### src/rtl/mc_controller_pkg.sv
`default_nettype none
// ============================================================================
// Module      : mc_controller_pkg
// Description : Shared types and codes for the multicycle controller: FSM
//               state enumeration, ALUControl codes, ALU-B and result mux
//               selects, data-processing command codes, condition codes and
//               the per-state control-word lookup.
// Revision    : 1.0 - initial release
// ============================================================================
package mc_controller_pkg;

  typedef enum logic [3:0] {
    S_FETCH    = 4'd0,
    S_DECODE   = 4'd1,
    S_MEMADR   = 4'd2,
    S_MEMREAD  = 4'd3,
    S_MEMWB    = 4'd4,
    S_MEMWRITE = 4'd5,
    S_EXECUTER = 4'd6,
    S_EXECUTEI = 4'd7,
    S_ALUWB    = 4'd8,
    S_BRANCH   = 4'd9
  } state_e;

  localparam logic [2:0] C_ALU_ADD = 3'b000;
  localparam logic [2:0] C_ALU_SUB = 3'b001;
  localparam logic [2:0] C_ALU_AND = 3'b010;
  localparam logic [2:0] C_ALU_ORR = 3'b011;
  localparam logic [2:0] C_ALU_EOR = 3'b100;

  localparam logic [1:0] C_SRCB_REG  = 2'b00;
  localparam logic [1:0] C_SRCB_EXT  = 2'b01;
  localparam logic [1:0] C_SRCB_FOUR = 2'b10;

  localparam logic [1:0] C_RES_ALUOUT    = 2'b00;
  localparam logic [1:0] C_RES_DATA      = 2'b01;
  localparam logic [1:0] C_RES_ALURESULT = 2'b10;

  // Funct[4:1] command field of data-processing instructions
  localparam logic [3:0] C_CMD_ADD = 4'b0100;
  localparam logic [3:0] C_CMD_SUB = 4'b0010;
  localparam logic [3:0] C_CMD_AND = 4'b0000;
  localparam logic [3:0] C_CMD_ORR = 4'b1100;
  localparam logic [3:0] C_CMD_EOR = 4'b0001;

  localparam logic [3:0] C_COND_EQ = 4'h0;
  localparam logic [3:0] C_COND_NE = 4'h1;
  localparam logic [3:0] C_COND_CS = 4'h2;
  localparam logic [3:0] C_COND_CC = 4'h3;
  localparam logic [3:0] C_COND_MI = 4'h4;
  localparam logic [3:0] C_COND_PL = 4'h5;
  localparam logic [3:0] C_COND_VS = 4'h6;
  localparam logic [3:0] C_COND_VC = 4'h7;
  localparam logic [3:0] C_COND_HI = 4'h8;
  localparam logic [3:0] C_COND_LS = 4'h9;
  localparam logic [3:0] C_COND_GE = 4'hA;
  localparam logic [3:0] C_COND_LT = 4'hB;
  localparam logic [3:0] C_COND_GT = 4'hC;
  localparam logic [3:0] C_COND_LE = 4'hD;
  localparam logic [3:0] C_COND_AL = 4'hE;

  // Unconditioned control word produced by the main FSM for each state
  typedef struct packed {
    logic       regw;
    logic       memw;
    logic       pcs;
    logic       branch;
    logic       irwrite;
    logic       nextpc;
    logic       adrsrc;
    logic       alusrca;
    logic [1:0] alusrcb;
    logic [1:0] resultsrc;
  } ctrl_t;

  function automatic ctrl_t state_ctrl(input state_e s);
    ctrl_t c;
    c = '0;
    case (s)
      S_FETCH: begin
        c.irwrite   = 1'b1;
        c.nextpc    = 1'b1;
        c.alusrca   = 1'b1;
        c.alusrcb   = C_SRCB_FOUR;
        c.resultsrc = C_RES_ALURESULT;
      end
      S_DECODE: begin
        c.alusrca   = 1'b1;
        c.alusrcb   = C_SRCB_FOUR;
        c.resultsrc = C_RES_ALURESULT;
      end
      S_MEMADR:   c.alusrcb = C_SRCB_EXT;
      S_MEMREAD: begin
        c.adrsrc    = 1'b1;
        c.resultsrc = C_RES_ALUOUT;
      end
      S_MEMWB: begin
        c.resultsrc = C_RES_DATA;
        c.regw      = 1'b1;
      end
      S_MEMWRITE: begin
        c.adrsrc    = 1'b1;
        c.resultsrc = C_RES_ALUOUT;
        c.memw      = 1'b1;
      end
      S_EXECUTER: c.alusrcb = C_SRCB_REG;
      S_EXECUTEI: c.alusrcb = C_SRCB_EXT;
      S_ALUWB: begin
        c.resultsrc = C_RES_ALUOUT;
        c.regw      = 1'b1;
      end
      S_BRANCH: begin
        c.alusrcb   = C_SRCB_EXT;
        c.resultsrc = C_RES_ALURESULT;
        c.pcs       = 1'b1;
        c.branch    = 1'b1;
      end
      default: c = '0;
    endcase
    return c;
  endfunction

endpackage
`default_nettype wire

### src/rtl/mc_controller_if.sv
`default_nettype none
// ============================================================================
// Module      : mc_controller_if
// Description : Controller <-> datapath bundle. The master modport is the
//               controller (consumes Instr/ALUFlags, drives the datapath
//               controls and State); the slave modport is the datapath side.
// Ports       : Instr[31:12], ALUFlags{N,Z,C,V}; write enables PCWrite,
//               MemWrite, RegWrite, IRWrite; mux selects AdrSrc, ALUSrcA,
//               ALUSrcB, ResultSrc, RegSrc, ImmSrc; ALUControl; State.
// Revision    : 1.0 - initial release
// ============================================================================
interface mc_controller_if;
  logic [31:12] Instr;
  logic [3:0]   ALUFlags;
  logic         PCWrite;
  logic         MemWrite;
  logic         RegWrite;
  logic         IRWrite;
  logic         AdrSrc;
  logic         ALUSrcA;
  logic [1:0]   ALUSrcB;
  logic [1:0]   ResultSrc;
  logic [1:0]   RegSrc;
  logic [1:0]   ImmSrc;
  logic [2:0]   ALUControl;
  logic [3:0]   State;

  modport master (
    input  Instr, ALUFlags,
    output PCWrite, MemWrite, RegWrite, IRWrite, AdrSrc, ALUSrcA,
           ALUSrcB, ResultSrc, RegSrc, ImmSrc, ALUControl, State
  );

  modport slave (
    output Instr, ALUFlags,
    input  PCWrite, MemWrite, RegWrite, IRWrite, AdrSrc, ALUSrcA,
           ALUSrcB, ResultSrc, RegSrc, ImmSrc, ALUControl, State
  );
endinterface
`default_nettype wire

### src/rtl/mc_controller_mainfsm.sv
`default_nettype none
// ============================================================================
// Module      : mc_mainfsm
// Description : Main sequencing FSM of the multicycle controller. Holds the
//               state register and a registered copy of the unconditioned
//               control word for the current state.
// Ports       : clk, reset (sync, active-high); op_i, funct5_i (immediate
//               select), funct0_i (S / load bit); state_o, ctrl_o.
// Revision    : 1.0 - initial release
// ============================================================================
module mc_mainfsm
  import mc_controller_pkg::*;
(
  input  logic       clk,
  input  logic       reset,
  input  logic [1:0] op_i,
  input  logic       funct5_i,
  input  logic       funct0_i,
  output state_e     state_o,
  output ctrl_t      ctrl_o
);

  state_e state_q;
  state_e state_d;
  ctrl_t  ctrl_q;

  always_comb begin
    state_d = state_q;
    case (state_q)
      S_FETCH:  state_d = S_DECODE;
      S_DECODE: begin
        case (op_i)
          2'b00:   state_d = funct5_i ? S_EXECUTEI : S_EXECUTER;
          2'b01:   state_d = S_MEMADR;
          2'b10:   state_d = S_BRANCH;
          default: state_d = S_FETCH;
        endcase
      end
      S_MEMADR:   state_d = funct0_i ? S_MEMREAD : S_MEMWRITE;
      S_MEMREAD:  state_d = S_MEMWB;
      S_EXECUTER: state_d = S_ALUWB;
      S_EXECUTEI: state_d = S_ALUWB;
      default:    state_d = S_FETCH;
    endcase
  end

  // The control word is registered alongside the state, so it always
  // matches the decode of the state currently held.
  always_ff @(posedge clk) begin
    if (reset) begin
      state_q <= S_FETCH;
      ctrl_q  <= state_ctrl(S_FETCH);
    end else begin
      state_q <= state_d;
      ctrl_q  <= state_ctrl(state_d);
    end
  end

  assign state_o = state_q;
  assign ctrl_o  = ctrl_q;

endmodule
`default_nettype wire

### src/rtl/mc_controller.sv
`default_nettype none
// ============================================================================
// Module      : mc_controller
// Description : Multicycle ARM-subset controller. Wraps the main FSM with
//               the ALU decoder, condition evaluation, NZCV flag registers
//               and the conditional gating of the datapath write enables.
// Ports       : clk, reset (sync, active-high); bus (mc_controller_if
//               master modport: Instr/ALUFlags in, datapath controls out).
// Revision    : 1.0 - initial release
// ============================================================================
module mc_controller
  import mc_controller_pkg::*;
(
  input  logic             clk,
  input  logic             reset,
  mc_controller_if.master  bus
);

  logic [3:0] cond;
  logic [1:0] op;
  logic [5:0] funct;
  logic [3:0] rd;
  logic       w_unused_rn;

  assign cond        = bus.Instr[31:28];
  assign op          = bus.Instr[27:26];
  assign funct       = bus.Instr[25:20];
  assign rd          = bus.Instr[15:12];
  assign w_unused_rn = ^bus.Instr[19:16];

  state_e state;
  ctrl_t  ctrl;

  mc_mainfsm u_mainfsm (
    .clk      (clk),
    .reset    (reset),
    .op_i     (op),
    .funct5_i (funct[5]),
    .funct0_i (funct[0]),
    .state_o  (state),
    .ctrl_o   (ctrl)
  );

  // ALU decoder; unsupported commands fall back to ADD and never write back
  logic [2:0] alu_dec;
  logic       dp_valid;

  always_comb begin
    alu_dec  = C_ALU_ADD;
    dp_valid = 1'b1;
    case (funct[4:1])
      C_CMD_ADD: alu_dec = C_ALU_ADD;
      C_CMD_SUB: alu_dec = C_ALU_SUB;
      C_CMD_AND: alu_dec = C_ALU_AND;
      C_CMD_ORR: alu_dec = C_ALU_ORR;
      C_CMD_EOR: alu_dec = C_ALU_EOR;
      default:   dp_valid = 1'b0;
    endcase
  end

  logic in_exec;
  logic in_aluwb;

  assign in_exec  = (state == S_EXECUTER) || (state == S_EXECUTEI);
  assign in_aluwb = (state == S_ALUWB);

  // Condition evaluation against the registered flags {N,Z,C,V}
  logic [3:0] flags_q;
  logic       condex_q;
  logic       condex;
  logic       fn, fz, fc, fv;

  assign {fn, fz, fc, fv} = flags_q;

  always_comb begin
    condex = 1'b0;
    case (cond)
      C_COND_EQ: condex = fz;
      C_COND_NE: condex = ~fz;
      C_COND_CS: condex = fc;
      C_COND_CC: condex = ~fc;
      C_COND_MI: condex = fn;
      C_COND_PL: condex = ~fn;
      C_COND_VS: condex = fv;
      C_COND_VC: condex = ~fv;
      C_COND_HI: condex = fc & ~fz;
      C_COND_LS: condex = ~fc | fz;
      C_COND_GE: condex = (fn == fv);
      C_COND_LT: condex = (fn != fv);
      C_COND_GT: condex = ~fz & (fn == fv);
      C_COND_LE: condex = fz | (fn != fv);
      C_COND_AL: condex = 1'b1;
      default:   condex = 1'b0;
    endcase
  end

  // CondEx is captured once at the end of DECODE so later flag changes
  // cannot alter the fate of the instruction already in flight.
  always_ff @(posedge clk) begin
    if (reset) begin
      flags_q  <= 4'b0000;
      condex_q <= 1'b0;
    end else begin
      if (state == S_DECODE) begin
        condex_q <= condex;
      end
      if (in_exec && funct[0] && condex_q) begin
        flags_q[3:2] <= bus.ALUFlags[3:2];
        if ((alu_dec == C_ALU_ADD) || (alu_dec == C_ALU_SUB)) begin
          flags_q[1:0] <= bus.ALUFlags[1:0];
        end
      end
    end
  end

  logic regw_raw;
  logic pcs_raw;

  assign regw_raw = ctrl.regw & ~(in_aluwb & ~dp_valid);
  // A data-processing write to R15 is a PC write; a branch always is
  assign pcs_raw  = ctrl.pcs | ctrl.branch | (regw_raw & in_aluwb & (rd == 4'hF));

  assign bus.PCWrite    = ctrl.nextpc | (pcs_raw & condex_q);
  assign bus.MemWrite   = ctrl.memw & condex_q;
  assign bus.RegWrite   = regw_raw & condex_q;
  assign bus.IRWrite    = ctrl.irwrite;
  assign bus.AdrSrc     = ctrl.adrsrc;
  assign bus.ALUSrcA    = ctrl.alusrca;
  assign bus.ALUSrcB    = ctrl.alusrcb;
  assign bus.ResultSrc  = ctrl.resultsrc;
  assign bus.ALUControl = in_exec ? alu_dec : C_ALU_ADD;
  assign bus.State      = state;

  always_comb begin
    bus.RegSrc = 2'b00;
    bus.ImmSrc = 2'b00;
    case (op)
      2'b01: begin
        bus.RegSrc = {~funct[0], 1'b0};
        bus.ImmSrc = 2'b01;
      end
      2'b10: begin
        bus.RegSrc = 2'b01;
        bus.ImmSrc = 2'b10;
      end
      default: begin
        bus.RegSrc = 2'b00;
        bus.ImmSrc = 2'b00;
      end
    endcase
  end

endmodule
`default_nettype wire

### src/flat_wrapper.sv
// flat-port wrapper written by rule: the top's interface ports become plain ports
module mc_controller_flat import mc_controller_pkg::*;
  (clk, reset, bus_Instr, bus_ALUFlags, bus_PCWrite, bus_MemWrite, bus_RegWrite, bus_IRWrite, bus_AdrSrc, bus_ALUSrcA, bus_ALUSrcB, bus_ResultSrc, bus_RegSrc, bus_ImmSrc, bus_ALUControl, bus_State);
  mc_controller_if bus_i ();
  input  logic clk;
  input  logic reset;
  input wire logic [$bits(bus_i.Instr)-1:0] bus_Instr;
  input wire logic [$bits(bus_i.ALUFlags)-1:0] bus_ALUFlags;
  output wire logic [$bits(bus_i.PCWrite)-1:0] bus_PCWrite;
  output wire logic [$bits(bus_i.MemWrite)-1:0] bus_MemWrite;
  output wire logic [$bits(bus_i.RegWrite)-1:0] bus_RegWrite;
  output wire logic [$bits(bus_i.IRWrite)-1:0] bus_IRWrite;
  output wire logic [$bits(bus_i.AdrSrc)-1:0] bus_AdrSrc;
  output wire logic [$bits(bus_i.ALUSrcA)-1:0] bus_ALUSrcA;
  output wire logic [$bits(bus_i.ALUSrcB)-1:0] bus_ALUSrcB;
  output wire logic [$bits(bus_i.ResultSrc)-1:0] bus_ResultSrc;
  output wire logic [$bits(bus_i.RegSrc)-1:0] bus_RegSrc;
  output wire logic [$bits(bus_i.ImmSrc)-1:0] bus_ImmSrc;
  output wire logic [$bits(bus_i.ALUControl)-1:0] bus_ALUControl;
  output wire logic [$bits(bus_i.State)-1:0] bus_State;
  assign bus_i.Instr = bus_Instr;
  assign bus_i.ALUFlags = bus_ALUFlags;
  assign bus_PCWrite = bus_i.PCWrite;
  assign bus_MemWrite = bus_i.MemWrite;
  assign bus_RegWrite = bus_i.RegWrite;
  assign bus_IRWrite = bus_i.IRWrite;
  assign bus_AdrSrc = bus_i.AdrSrc;
  assign bus_ALUSrcA = bus_i.ALUSrcA;
  assign bus_ALUSrcB = bus_i.ALUSrcB;
  assign bus_ResultSrc = bus_i.ResultSrc;
  assign bus_RegSrc = bus_i.RegSrc;
  assign bus_ImmSrc = bus_i.ImmSrc;
  assign bus_ALUControl = bus_i.ALUControl;
  assign bus_State = bus_i.State;
  mc_controller u_core (.clk(clk), .reset(reset), .bus(bus_i));
endmodule
### config.mk
export PLATFORM = sky130hd
export DESIGN_NAME = mc_controller_flat
export DESIGN_NICKNAME = d
export VERILOG_FILES = /design/src/rtl/mc_controller_pkg.sv /design/src/rtl/mc_controller_if.sv /design/src/rtl/mc_controller_mainfsm.sv /design/src/rtl/mc_controller.sv /design/src/flat_wrapper.sv
export SDC_FILE = /design/constraint.sdc
export NUM_CORES = 1
export LEC_CHECK = 0
export ABC_AREA = 1
export BUFFER_PORTS_ARGS = -buffer_cell sky130_fd_sc_hd__buf_2
export CELL_PAD_IN_SITES_DETAIL_PLACEMENT = 0
export CELL_PAD_IN_SITES_GLOBAL_PLACEMENT = 1
export CORE_UTILIZATION = 34
export DETAILED_ROUTE_END_ITERATION = 12
export PLACE_DENSITY_LB_ADDON = 0.1
export SYNTH_ARGS = -nofsm -noshare
export SYNTH_HDL_FRONTEND = slang
export SYNTH_SLANG_ARGS = --single-unit
export TNS_END_PERCENT = 100
### constraint.sdc
create_clock -name clk -period 3.2 [get_ports clk]
set_input_delay 0.16 -clock clk [delete_from_list [all_inputs] [get_ports clk]]
set_output_delay 0.16 -clock clk [all_outputs]
set_load 0.01 [all_outputs]
==> run_results.csv <==
group,metric,value,unit
synthesis,ys_warn_count,0,
critical_path,cp_data_required_time,3.04,ns
placement,portBuffers,42,
floorplanning,die_y,59.3,µm
synthesis,synth-edff-count,0,
synthesis,syn_nets,194,
floorplanning,core_area,3080,µm²
clocking,numCtsBuffers,3,
placement,hpwl,2100,µm
synthesis,ys_top_cells_by_count,"nand2_1, inv_1, nor2_1, dfxtp_1, nand3_1",
route,route.detailed.drc,0,
route,routedWlPerCell,10.1,µm
clocking,clock_latency,0.29,ns
synthesis,ys_types,25,
sta,rsz0062_at_grt,"false",
clocking,ctsResizeCount,0,
pwr,p_seq_share,52.5,%
hold_path,hold_end,"u_core.u_mainfsm.ctrl_o[10]",
synthesis,yosysMostFrequentCell,"nand2_1",
hold_path,holdPathStages,2,
synthesis,synthTopCellsByArea,"dfxtp_1, nand2_1, inv_1",
pwr,p_leak,0.000701,µW
clocking,htreeDepth,1,
sta,finClkSkew,0.00439,ns
clocking,holdBufCountCts,0,
route,ant_nets,0,
pwr,ir_drop,0.175,mV
pwr,power.internal,343,µW
synthesis,synth-seq-cells,19,
clocking,clk_root_buffer_cell,"clkbuf_4",
route,num_vias,1148,
grt,grt_max_degree,14,
critical_path,timing.rr.start,"u_core.u_mainfsm.state_o[1]",
synthesis,yosys.area.top_type_share,34.1,%
clocking,postCtsSetupBuffers,0,
floorplanning,initial_core_util,36.2,%
floorplanning,rows,20,
route,via_per_inst,4.57,
clocking,clock_path_buffers,2,
sta,max_freq,565,MHz
hold_path,hp-start,"bus_Instr[8]",
finish,area_growth_syn_to_layout,22.1,%
critical_path,timing.rr.end,"u_core.flags_q[1]",
grt,antenna_found_initial,0,
synthesis,syn-cell-area,1110,µm²
critical_path,path_max_fanout,4,
status,status,"finished, final reports clean",
synthesis,ys_seq_area_share,34.1,%
critical_path,crit_path_end_kind,"primary output",
critical_path,worstPathArrival,1.61,ns
route,first_pass_iters,4,
critical_path,reg2reg_slack,1.82,ns
grt,grt_usage,16.4,%
pwr,cellPowerDensity,366,nW/µm²
pwr,netSwitchingFraction,31.0,%
finish,postLayoutCoreUtil,44.2,%
floorplanning,ios,47,
sta,maxSlewViolCount,0,
synthesis,syn_avg_cell_area,6.64,µm²
critical_path,crit_type,"reg -> out",
grt,grt_overflow,0,
critical_path,crit_path_start,"u_core.u_mainfsm.state_o[3]",
job,cap_violations,0,
sta,hold_viol_final,0,
sta,worst_slew_pin_slew,0.395,ns
placement,gp_congestion,0.769,
clocking,cts_tree,"yes",
floorplanning,die_x,59.3,µm
pwr,switching_power,154,µW
grt,grt_first_pass_wirelength,4350,µm
synthesis,yosysTopAreaCell,"dfxtp_1",
sta,fin_hold_ws,0.103,ns
clocking,clock_sinks,19,
critical_path,r2r_cells,7,
floorplanning,fp.dieArea,3510,µm²
sta,min_period,1.77,ns
sta,setup_tns,0,ns
synthesis,synth_flop_cell,"dfxtp_1",
sta,max_slew_margin,73.4,%
finish,diodes,0,
route,drt-total-wl,2530,µm
route,initialDrtViolationCount,46,
hold_path,hold_path.class,"in -> reg",
finish,fillers,348,
finish,layout-drive-gt1-share,29.0,%
grt,grt_pass1_vias,1052,
finish,layout.nets,234,
sta,setup_viol,0,
synthesis,synthCells,168,
sta,fin_crit_sh,55.3,%
clocking,clkSlewWorstSetupHoldPaths,0.10,ns
synthesis,async_flop_share,0,%
pwr,pwr-share-clk,23.9,%
critical_path,cp-start-kind,"flop",
pwr,p_total,498,µW
pwr,pwr-share-comb,23.6,%
[metrics by stage]
stage	cells	setup WS [ns]	area (µm²)
floorplan	168	1.84	1110
finish	251	1.43	1360
global route	251	1.31	1360
detailed placement	247	1.76	1330
CTS	251	1.42	1360
global placement	247	1.76	1330
[routing by layer]
metal | up-vias | wire, µm | track usage (%)
li1 | 604 | - | -
met3 | 2 | 117 | 2.18
met5 | - | 0 | 0
met4 | 0 | 16 | 6.80
met1 | 515 | 1150 | 20.5
met2 | 27 | 1240 | 28.1
[power by group through the flow]
stage          combinational [µW]  sequential [µW]  clock (µW)
3_3_place_gp                  118              266           0
4_1_cts                       119              261         124
5_1_grt                       133              263         138
2_1_floorplan                76.4              269           0
6_report                      118              261         119
3_5_place_dp                  119              267           0
[kinds of logic (layout without fill, tap and decap cells)]
logic type      count (synthesis)  in the layout  share of synthesized area [%]
compound gates                 22             22                           11.4
buf+inv                        36             75                           13.9
flops                          19             19                           34.1
simple gates                   91             91                           40.5
[how the worst max path moves through the flow]
| stage | end | cells past startpoint | slack [ns] |
|---|---|---|---|
| 2_1_floorplan | bus_PCWrite | 5 | 1.84 |
| 3_3_place_gp | bus_PCWrite | 6 | 1.76 |
| 3_5_place_dp | bus_PCWrite | 6 | 1.76 |
| 4_1_cts | bus_PCWrite | 6 | 1.42 |
| 5_1_grt | bus_PCWrite | 6 | 1.31 |
| 6_report | bus_PCWrite | 6 | 1.43 |
[sequential cells by signal (all words and copies together) (netlist names)]
name	cells
u_core.u_mainfsm.ctrl_o	10
u_core.condex_q	1
u_core.flags_q	4
u_core.u_mainfsm.state_o	4
[layout by cell type, fill, tap and decap left out, types with 3 or more instances in the layout]
cell and count:
a21oi_1 12, buf_2 42, clkbuf_4 3, dfxtp_1 19
inv_1 26, inv_2 3, nand2_1 36, nand3_1 16
nor2_1 22, nor2_4 3, nor3_1 3, o21ai_0 5
[cell type report]
class	count	area (µm²)	area share (%)
sequential	19	380	27.9
tap	44	55.1	4.04
inverter	29	109	8.00
clock inverter	1	5.00	0.368
multi-input combinational	113	579	42.6
timing repair buffer	42	210	15.4
clock buffer	3	22.5	1.65
[critical path: stages, from the launching register on]
cell      delay (ns)
dfxtp_1         0.46
inv_1           0.09
nor4_1          0.31
a31oi_1         0.16
nand3b_1        0.11
nand2_1         0.04
buf_2           0.13
No activity file was read; power rests on OpenSTA's default activity.
